### config.mk
export PLATFORM = sky130hd
export DESIGN_NAME = pulse_sequencer
export DESIGN_NICKNAME = d
export VERILOG_FILES = /design/src/rtl/pulse_seq_pkg.sv /design/src/rtl/pulse_note_lut.sv /design/src/rtl/pulse_sequencer.sv
export SDC_FILE = /design/constraint.sdc
export NUM_CORES = 1
export LEC_CHECK = 0
export CAP_MARGIN = 20
export CELL_PAD_IN_SITES_DETAIL_PLACEMENT = 1
export CELL_PAD_IN_SITES_GLOBAL_PLACEMENT = 2
export CORE_ASPECT_RATIO = 1.25
export CORE_MARGIN = 3
export CORE_UTILIZATION = 30
export CTS_CLUSTER_DIAMETER = 120
export DETAILED_ROUTE_END_ITERATION = 10
export PLACE_DENSITY = 0.85
export REMOVE_ABC_BUFFERS = 1
export SETUP_SLACK_MARGIN = 0.05
export SYNTH_ARGS = -nofsm -noshare
export SYNTH_HDL_FRONTEND = slang
export SYNTH_SLANG_ARGS = --single-unit
### constraint.sdc
create_clock -name clk -period 3.2 [get_ports clk]
set_input_delay 0.8 -clock clk [delete_from_list [all_inputs] [get_ports clk]]
set_output_delay 0.8 -clock clk [all_outputs]
set_load 0.02 [all_outputs]
### src/rtl/pulse_seq_pkg.sv
//------------------------------------------------------------------------------
// pulse_seq_pkg
// Row field layout, note base table and FSM state type for pulse_sequencer.
// Revision: 1.0
//------------------------------------------------------------------------------
`default_nettype none

package pulse_seq_pkg;

  localparam int HOLD_BIT        = 7;
  localparam int OCT_MSB         = 6;
  localparam int OCT_LSB         = 4;
  localparam int SEMI_MSB        = 3;
  localparam int SEMI_LSB        = 0;
  localparam int FIRST_REST_SEMI = 12;

  // Octave-0 increments, A (semitone 9) anchored at 1024.
  localparam logic [11:0] NOTE_BASE [12] = '{
    12'd609, 12'd645, 12'd683, 12'd724, 12'd767,  12'd813,
    12'd861, 12'd912, 12'd967, 12'd1024, 12'd1085, 12'd1149
  };

  typedef enum logic [0:0] {
    ST_IDLE = 1'b0,
    ST_RUN  = 1'b1
  } seq_state_t;

  function automatic logic [11:0] note_base(input logic [3:0] semi);
    case (semi)
      4'd0:    note_base = NOTE_BASE[0];
      4'd1:    note_base = NOTE_BASE[1];
      4'd2:    note_base = NOTE_BASE[2];
      4'd3:    note_base = NOTE_BASE[3];
      4'd4:    note_base = NOTE_BASE[4];
      4'd5:    note_base = NOTE_BASE[5];
      4'd6:    note_base = NOTE_BASE[6];
      4'd7:    note_base = NOTE_BASE[7];
      4'd8:    note_base = NOTE_BASE[8];
      4'd9:    note_base = NOTE_BASE[9];
      4'd10:   note_base = NOTE_BASE[10];
      4'd11:   note_base = NOTE_BASE[11];
      default: note_base = 12'd0;
    endcase
  endfunction

endpackage

`default_nettype wire

### src/rtl/pulse_note_lut.sv
//------------------------------------------------------------------------------
// pulse_note_lut
// Combinational (semitone, octave) -> phase increment map with rest detection.
// Revision: 1.0
//------------------------------------------------------------------------------
`default_nettype none

module pulse_note_lut
  import pulse_seq_pkg::*;
#(
  parameter int PHASE_BITS = 18
) (
  input  logic [3:0]            semi,
  input  logic [2:0]            octave,
  output logic [PHASE_BITS-1:0] phase_inc,
  output logic                  is_rest
);

  // Wide enough for the largest base shifted by octave 7 before truncation.
  localparam int c_WIDE = (PHASE_BITS > 19) ? PHASE_BITS : 19;

  logic [c_WIDE-1:0] w_base_ext;

  always_comb begin
    w_base_ext = c_WIDE'(note_base(semi));
    phase_inc  = PHASE_BITS'(w_base_ext << octave);
    is_rest    = (semi >= 4'(FIRST_REST_SEMI));
  end

endmodule

`default_nettype wire

### src/rtl/pulse_sequencer.sv
//------------------------------------------------------------------------------
// pulse_sequencer
// Row-per-song-tick note sequencer feeding a pulse channel (trigger, gate,
// phase increment). Optional macro SEQ_TRANSPOSE_EN adds a saturating octave
// transpose input.
// Revision: 1.0
//------------------------------------------------------------------------------
`default_nettype none

module pulse_sequencer
  import pulse_seq_pkg::*;
#(
  parameter int PHASE_BITS  = 18,
  parameter int PATTERN_LEN = 16,
  parameter int GATE_TICKS  = 3
) (
  input  logic                           clk,
  input  logic                           rst_n,
  input  logic                           tick_clk,
  input  logic                           song_clk,
  input  logic                           run,
`ifdef SEQ_TRANSPOSE_EN
  input  logic [2:0]                     transpose,
`endif
  output logic [$clog2(PATTERN_LEN)-1:0] step_addr,
  input  logic [7:0]                     step_data,
  output logic                           note_on,
  output logic                           note_trigger,
  output logic [PHASE_BITS-1:0]          phase_inc,
  output logic                           loop_pulse
);

  localparam int c_AW = $clog2(PATTERN_LEN);
  localparam int c_GW = (GATE_TICKS < 1) ? 1 : $clog2(GATE_TICKS + 1);
  localparam logic [c_AW-1:0] c_LAST_ADDR = c_AW'(PATTERN_LEN - 1);
  localparam logic [c_GW-1:0] c_GATE_LOAD = c_GW'(GATE_TICKS);

  seq_state_t            r_state;
  logic [c_GW-1:0]       r_gate_cnt;
  logic                  w_song_tick;
  logic                  w_hold;
  logic                  w_is_rest;
  logic [2:0]            w_octave;
  logic [PHASE_BITS-1:0] w_lut_phase;

  assign w_song_tick = tick_clk & song_clk;
  assign w_hold      = step_data[HOLD_BIT];

`ifdef SEQ_TRANSPOSE_EN
  logic [3:0] w_oct_sum;
  assign w_oct_sum = {1'b0, step_data[OCT_MSB:OCT_LSB]} + {1'b0, transpose};
  assign w_octave  = w_oct_sum[3] ? 3'd7 : w_oct_sum[2:0];
`else
  assign w_octave  = step_data[OCT_MSB:OCT_LSB];
`endif

  pulse_note_lut #(
    .PHASE_BITS (PHASE_BITS)
  ) u_note_lut (
    .semi      (step_data[SEMI_MSB:SEMI_LSB]),
    .octave    (w_octave),
    .phase_inc (w_lut_phase),
    .is_rest   (w_is_rest)
  );

  always_ff @(posedge clk) begin
    if (!rst_n) begin
      r_state      <= ST_IDLE;
      r_gate_cnt   <= '0;
      step_addr    <= '0;
      note_on      <= 1'b0;
      note_trigger <= 1'b0;
      phase_inc    <= '0;
      loop_pulse   <= 1'b0;
    end else begin
      case (r_state)
        ST_IDLE: begin
          step_addr    <= '0;
          note_on      <= 1'b0;
          note_trigger <= 1'b0;
          loop_pulse   <= 1'b0;
          r_gate_cnt   <= '0;
          if (run) r_state <= ST_RUN;
        end
        ST_RUN: begin
          loop_pulse <= 1'b0;
          if (!run) begin
            r_state      <= ST_IDLE;
            step_addr    <= '0;
            note_on      <= 1'b0;
            note_trigger <= 1'b0;
            r_gate_cnt   <= '0;
          end else if (w_song_tick) begin
            step_addr  <= (step_addr == c_LAST_ADDR) ? '0 : step_addr + c_AW'(1);
            loop_pulse <= (step_addr == c_LAST_ADDR);
            if (w_hold) begin
              // Tie: only an already sounding note gets its gate extended.
              note_trigger <= 1'b0;
              if (note_on) r_gate_cnt <= c_GATE_LOAD;
            end else if (w_is_rest) begin
              note_trigger <= 1'b0;
              note_on      <= 1'b0;
            end else begin
              note_trigger <= 1'b1;
              note_on      <= 1'b1;
              r_gate_cnt   <= c_GATE_LOAD;
              phase_inc    <= w_lut_phase;
            end
          end else if (tick_clk && note_on && (r_gate_cnt != '0)) begin
            r_gate_cnt <= r_gate_cnt - c_GW'(1);
            if ((r_gate_cnt == c_GW'(1)) && (GATE_TICKS != 0)) note_on <= 1'b0;
          end
        end
        default: r_state <= ST_IDLE;
      endcase
    end
  end

endmodule

`default_nettype wire

# Word-level counts from Yosys, hierarchy flattened
# Memories as Yosys holds them, arrays and structs flattened.
# Cells that the tools add are included.
[word_totals] reg_bits=28 romBits=176 inputBits=13 output_inout_bits=25 word_cells=56 mem_count=1
[op_classes] add_sub_neg=2 order_cmp=1 eq_ne=8 shifts=1 muxes=26 bitwise_logic=4 n_reduce_logical=6
[mem_list] memory="(no name shown)" words=16 width=11 rd=1 rd_ports_with_merged_regs=0 write_ports=0 line_no="pulse_seq_pkg.sv:29" text="case (semi)"
[ops] cell="$shl 12x3->18" n=1
[ops] cell="$mux 1" n=12
[ops] cell="$mux 2" n=6
[ops] cell="$mux 4" n=3
[ops] cell="$ne 5x5->1 const B" n=2
[ops] cell="$ne 4x2->1 const B" n=2
[ops] cell="$pmux 4 s2" n=1
[ops] cell="$pmux 1 s2" n=3
[ops] cell="$reduce_and 3->1" n=2
[ops] cell="$reduce_and 5->1" n=1
[ops] cell="$add 4x1->4 const B" n=1
[ops] cell="$eq 4x4->1 const B" n=1
[ops] cell="$ge 4x4->1 const B" n=1
[ops] cell="$ne 4x4->1 const B" n=1
[ops] cell="$pmux 2 s2" n=1
[ops] cell="$ne 3x2->1 const B" n=1
[ops] cell="$not 1->1" n=3
[ops] cell="$eq 2x1->1 const B" n=1
[ops] cell="$logic_and 1x1->1" n=2
[ops] cell="$reduce_bool 2->1" n=1
[ops] cell="$sub 2x1->2 const B" n=1
[ops] cell="$and 1x1->1" n=1

# Longest topological paths before layout
[depth] ltp_word=6 depth_mapped=8 ltp_nobuf=7

# Hierarchy
# From an unflattened synthesis, not the netlist that was laid out.
[unflattened] hier_cells=256 area_unflattened_um2=2063.2
[modules_own_cells] mod="pulse_sequencer" n_inst=1 cells_per_inst=139 area_each_um2=1272.5
[modules_own_cells] mod="pulse_note_lut" n_inst=1 cells_per_inst=117 area_each_um2=790.8

# Worst setup path before layout
# No wires, ideal clock.
[synth_path] path_type="input to register" start="in step_data[0]" end="reg phase_inc[8]" t_arrival_ns=2.412 t_required_ns=3.083 path_slack_ns=0.671 path_stages=8 n_path_buf=1 path_cell_list="buf_2 > inv_1 > ha_1 > mux2_2 > a21oi_1 > a221oi_1 > a211o_1 > a32o_1"
[synth_between] elab_chain_len=3 elab_cells_between_ends=5 cone_classes="order compare: 1; shift: 1; bitwise: 1; reduce/logical: 1; memory: 1"
[synth_rtl] item="from (decl)" line_no="pulse_sequencer.sv:26" text="input logic [7:0] step_data,"
[synth_rtl] item="parallel branches: the longest is 3 deep, another holds $mem_v2 16x11"
[synth_rtl] item="to (signal assigned)" line_no="pulse_sequencer.sv:107" text="phase_inc <= w_lut_phase;"
[synth_rtl] item="to (decl)" line_no="pulse_sequencer.sv:29" text="output logic [PHASE_BITS-1:0] phase_inc,"
# Several ways; the timed one is not identified.
# A chain may end at the register's enable or synchronous reset.

# Worst setup path after layout
[layout_path] start="in step_data[3]" end="reg phase_inc[12]"
# Same word-level chain as after synthesis.

==> results.toml <==
[critical_path]
end_kind = "flop"
regToRegStartpoint = "r_gate_cnt[0]"
crit_end = "phase_inc[12]"
crit_required_ns = 3.40
crit_family = "buffers and inverters"
crit_type = "input port to flop"
crit_cells = 7
critPathLaunchType = "input port"
startpoint = "step_data[3]"
r2r-end = "r_gate_cnt[1]"
critPathBufInv = 2
worst-path-max-fanout = 8
slowest_delay_ns = 0.60
reg2reg_setup_slack_ns = 1.64
arrival_ns = 2.90
crit_slowest_cell = "clkdlybuf4s50_1"
reg2reg_depth = 7
crit_chain = "clkdlybuf4s50_1 -> buf_4 -> nand2b_1 -> o22ai_1 -> nor2_1 -> or4_1 -> a31oi_1"

[clocking]
cts_setup_buffers = 0
clkSinkCount = 28
cts-root-buf = "clkbuf_8"
cts_buffer_depth = 2
cts_resized = 0
cts_hold_buf = 0
clock_latency_ns = 0.27
clk_pin_slew_ns = 0.09
cts_tree = "done"
cts_made_buffers = 3
htree_num_levels = 1

[sta]
min_period_over_period = 0.844
skew_ns = 0.00242
maxSlewViolCount = 0
rsz0062_at_grt = "false"
setup_viol = 0
max_slew.worst_pin.slew_ns = 0.516
hold_ws_ns = 0.458
hold_viol = 0
slew-limit-headroom = 0.655
worst_slack_ns = 0.500
min_period_ns = 2.70
fmax_mhz = 370
fin_tns_setup_ns = 0

[detailed_routing]
postRouteAntennaNets = 0
via_count = 2043
via_per_inst = 5.48
wl_um = 6070
wl_per_cell_um = 16.3
drtIter0Drc = 85
drtPass1Iterations = 4
drc = 0

[final_layout]
layout_common_cells = "clkdlybuf4s50_1 (37), dfxtp_1 (28), nand2_1 (22), nor2_1 (20), buf_4 (16)"
stdcell_count = 373
final_util = 0.405
diodes = 0
drive_gt1_frac = 0.111
fin_nets = 311
final_common_cell = "clkdlybuf4s50_1"
area_delta_synth_final_pct = 29.9

[logic_synthesis]
syn_inst = 247
synth_edf_count = 0
synth_top_area_frac = 0.290
ys_seq_area_frac = 0.290
ys_types = 53
synth_ff_type = "dfxtp_1"
ys_async_sr_fraction = 0
yosysWarnings = 0
ys_seq_elements = 28
yosys-top-cells-area = "dfxtp_1 (29%), ha_1 (5.8%), nand2_1 (4.3%)"
synth_area_per_cell_um2 = 7.83
yosys.area.top_type = "dfxtp_1"
syn_area_um2 = 1930

[pwr]
swShare = 0.287
internal-power_uw = 533
leakage_uw = 0.000877
power_frac_clock = 0.292
p_switching_uw = 215
combPwrFrac = 0.237
pwr-share-seq = 0.471
powerDensity_nw_per_um2 = 298
ir_drop_uv = 147

[global_route]
antenna_found_initial = 0
grt_pass1_vias = 2047
grt_pass1_wl_um = 10100
grtUsageTotal = 0.166
grt_start_max_net_pins = 18
globalRouteOverflowTotal = 0

[placed_design]
place_inst = 369
dp_slack_ns = 0.216
dp_hpwl_um = 4870
port_buffers = 37
gp_congestion = 0.830

[floorplanning]
start_util = 0.311
core_area_um2 = 6210
die_w_um = 77.8
rows = 32
die-area_um2 = 7450
io_pins = 38
die_h_um = 95.7

[worst_hold_path]
holdCritPathClass = "flop to flop"

[flow_run]
cap_violations = 0

[status]
outcome = "finished, final reports clean"
-- cells in the mapped netlist, types with 3 or more instances --
| library cell | count |
|---|---|
| o221ai_1 | 5 |
| nor2_1 | 20 |
| a21boi_0 | 6 |
| nand2_1 | 22 |
| clkbuf_1 | 7 |
| nand4_1 | 3 |
| a221oi_1 | 3 |
| a21oi_1 | 13 |
| nor2b_1 | 5 |
| a22oi_1 | 4 |
| buf_1 | 3 |
| a31oi_1 | 5 |
| mux2_2 | 3 |
| o21ai_0 | 11 |
| or2_2 | 4 |
| nand2b_1 | 10 |
| and2_1 | 3 |
| a211oi_1 | 3 |
| o22ai_1 | 3 |
| mux2i_1 | 3 |
| nand3b_1 | 5 |
| o211ai_1 | 5 |
| inv_1 | 7 |
| ha_1 | 9 |
| dfxtp_1 | 28 |
| nor3_1 | 4 |
| nand3_1 | 15 |
| buf_2 | 5 |
| o21a_1 | 3 |
-- stage by stage --
| step | cell area [µm²] | total power, µW |
|---|---|---|
| after floorplan | 1860 | 449 |
| after global placement | 2460 | 534 |
| after detailed placement | 2460 | 536 |
| after CTS | 2510 | 750 |
| after global routing | 2510 | 784 |
| final | 2510 | 748 |
-- how the worst min path moves through the flow --
| stage | start | endpoint | slack (ns) | cells after the start |
|---|---|---|---|---|
| global route | phase_inc[17] | phase_inc[17] | 0.49 | 2 |
| detailed placement | note_trigger | note_trigger | 0.45 | 2 |
| finish | note_trigger | note_trigger | 0.46 | 2 |
| global placement | note_trigger | note_trigger | 0.45 | 2 |
| CTS | note_trigger | note_trigger | 0.46 | 2 |
| floorplan | r_gate_cnt[1] | r_gate_cnt[1] | 0.48 | 2 |
-- sequential cells by signal (all words and copies together), names as in the netlist --
signal,count
phase_inc,18
step_addr,4
r_gate_cnt,2
loop_pulse,1
note_on,1
note_trigger,1
r_state,1
-- logic make-up after synthesis --
logic type,after synthesis,share of synthesized area
XOR/XNOR,1,0.00453
AO/OA/AOI/OAI,80,0.297
AND/OR/NAND/NOR,98,0.261
adder cells (fa/ha/maj),9,0.0583
flip-flops,28,0.290
buffers and inverters,25,0.0557
multiplexers,6,0.0330
-- worst register-to-register path, delay by kind of cell (launching register included) --
family | cells | cell delay (ns)
AO/OA/AOI/OAI | 2 | 0.60
flip-flops | 1 | 0.39
AND/OR/NAND/NOR | 3 | 0.21
adder cells (fa/ha/maj) | 1 | 0.21
buffers and inverters | 1 | 0.06
-- area by class of cell --
class,instances,area [µm²]
repair buffers,53,490
inverters,9,33.8
well taps,85,106
multi-input cells,194,1260
flip-flops and latches,28,561
clock buffers,4,55.1
fillers,783,3690
-- power by group through the flow --
stage	sequential, µW	clock (µW)	combinational, µW
after floorplan	362	0	87.1
after global placement	360	0	174
after detailed placement	360	0	175
after CTS	352	221	176
after global routing	353	237	194
final	352	219	177
-- metal layers --
metal / part of all wire / track usage
met2: 0.50 / 0.291
met1: 0.46 / 0.212
met4: 0.021 / 0.0564
met5: 0 / 0
met3: 0.020 / 0.0150
Note: power is estimated with default switching activity, not from simulation.
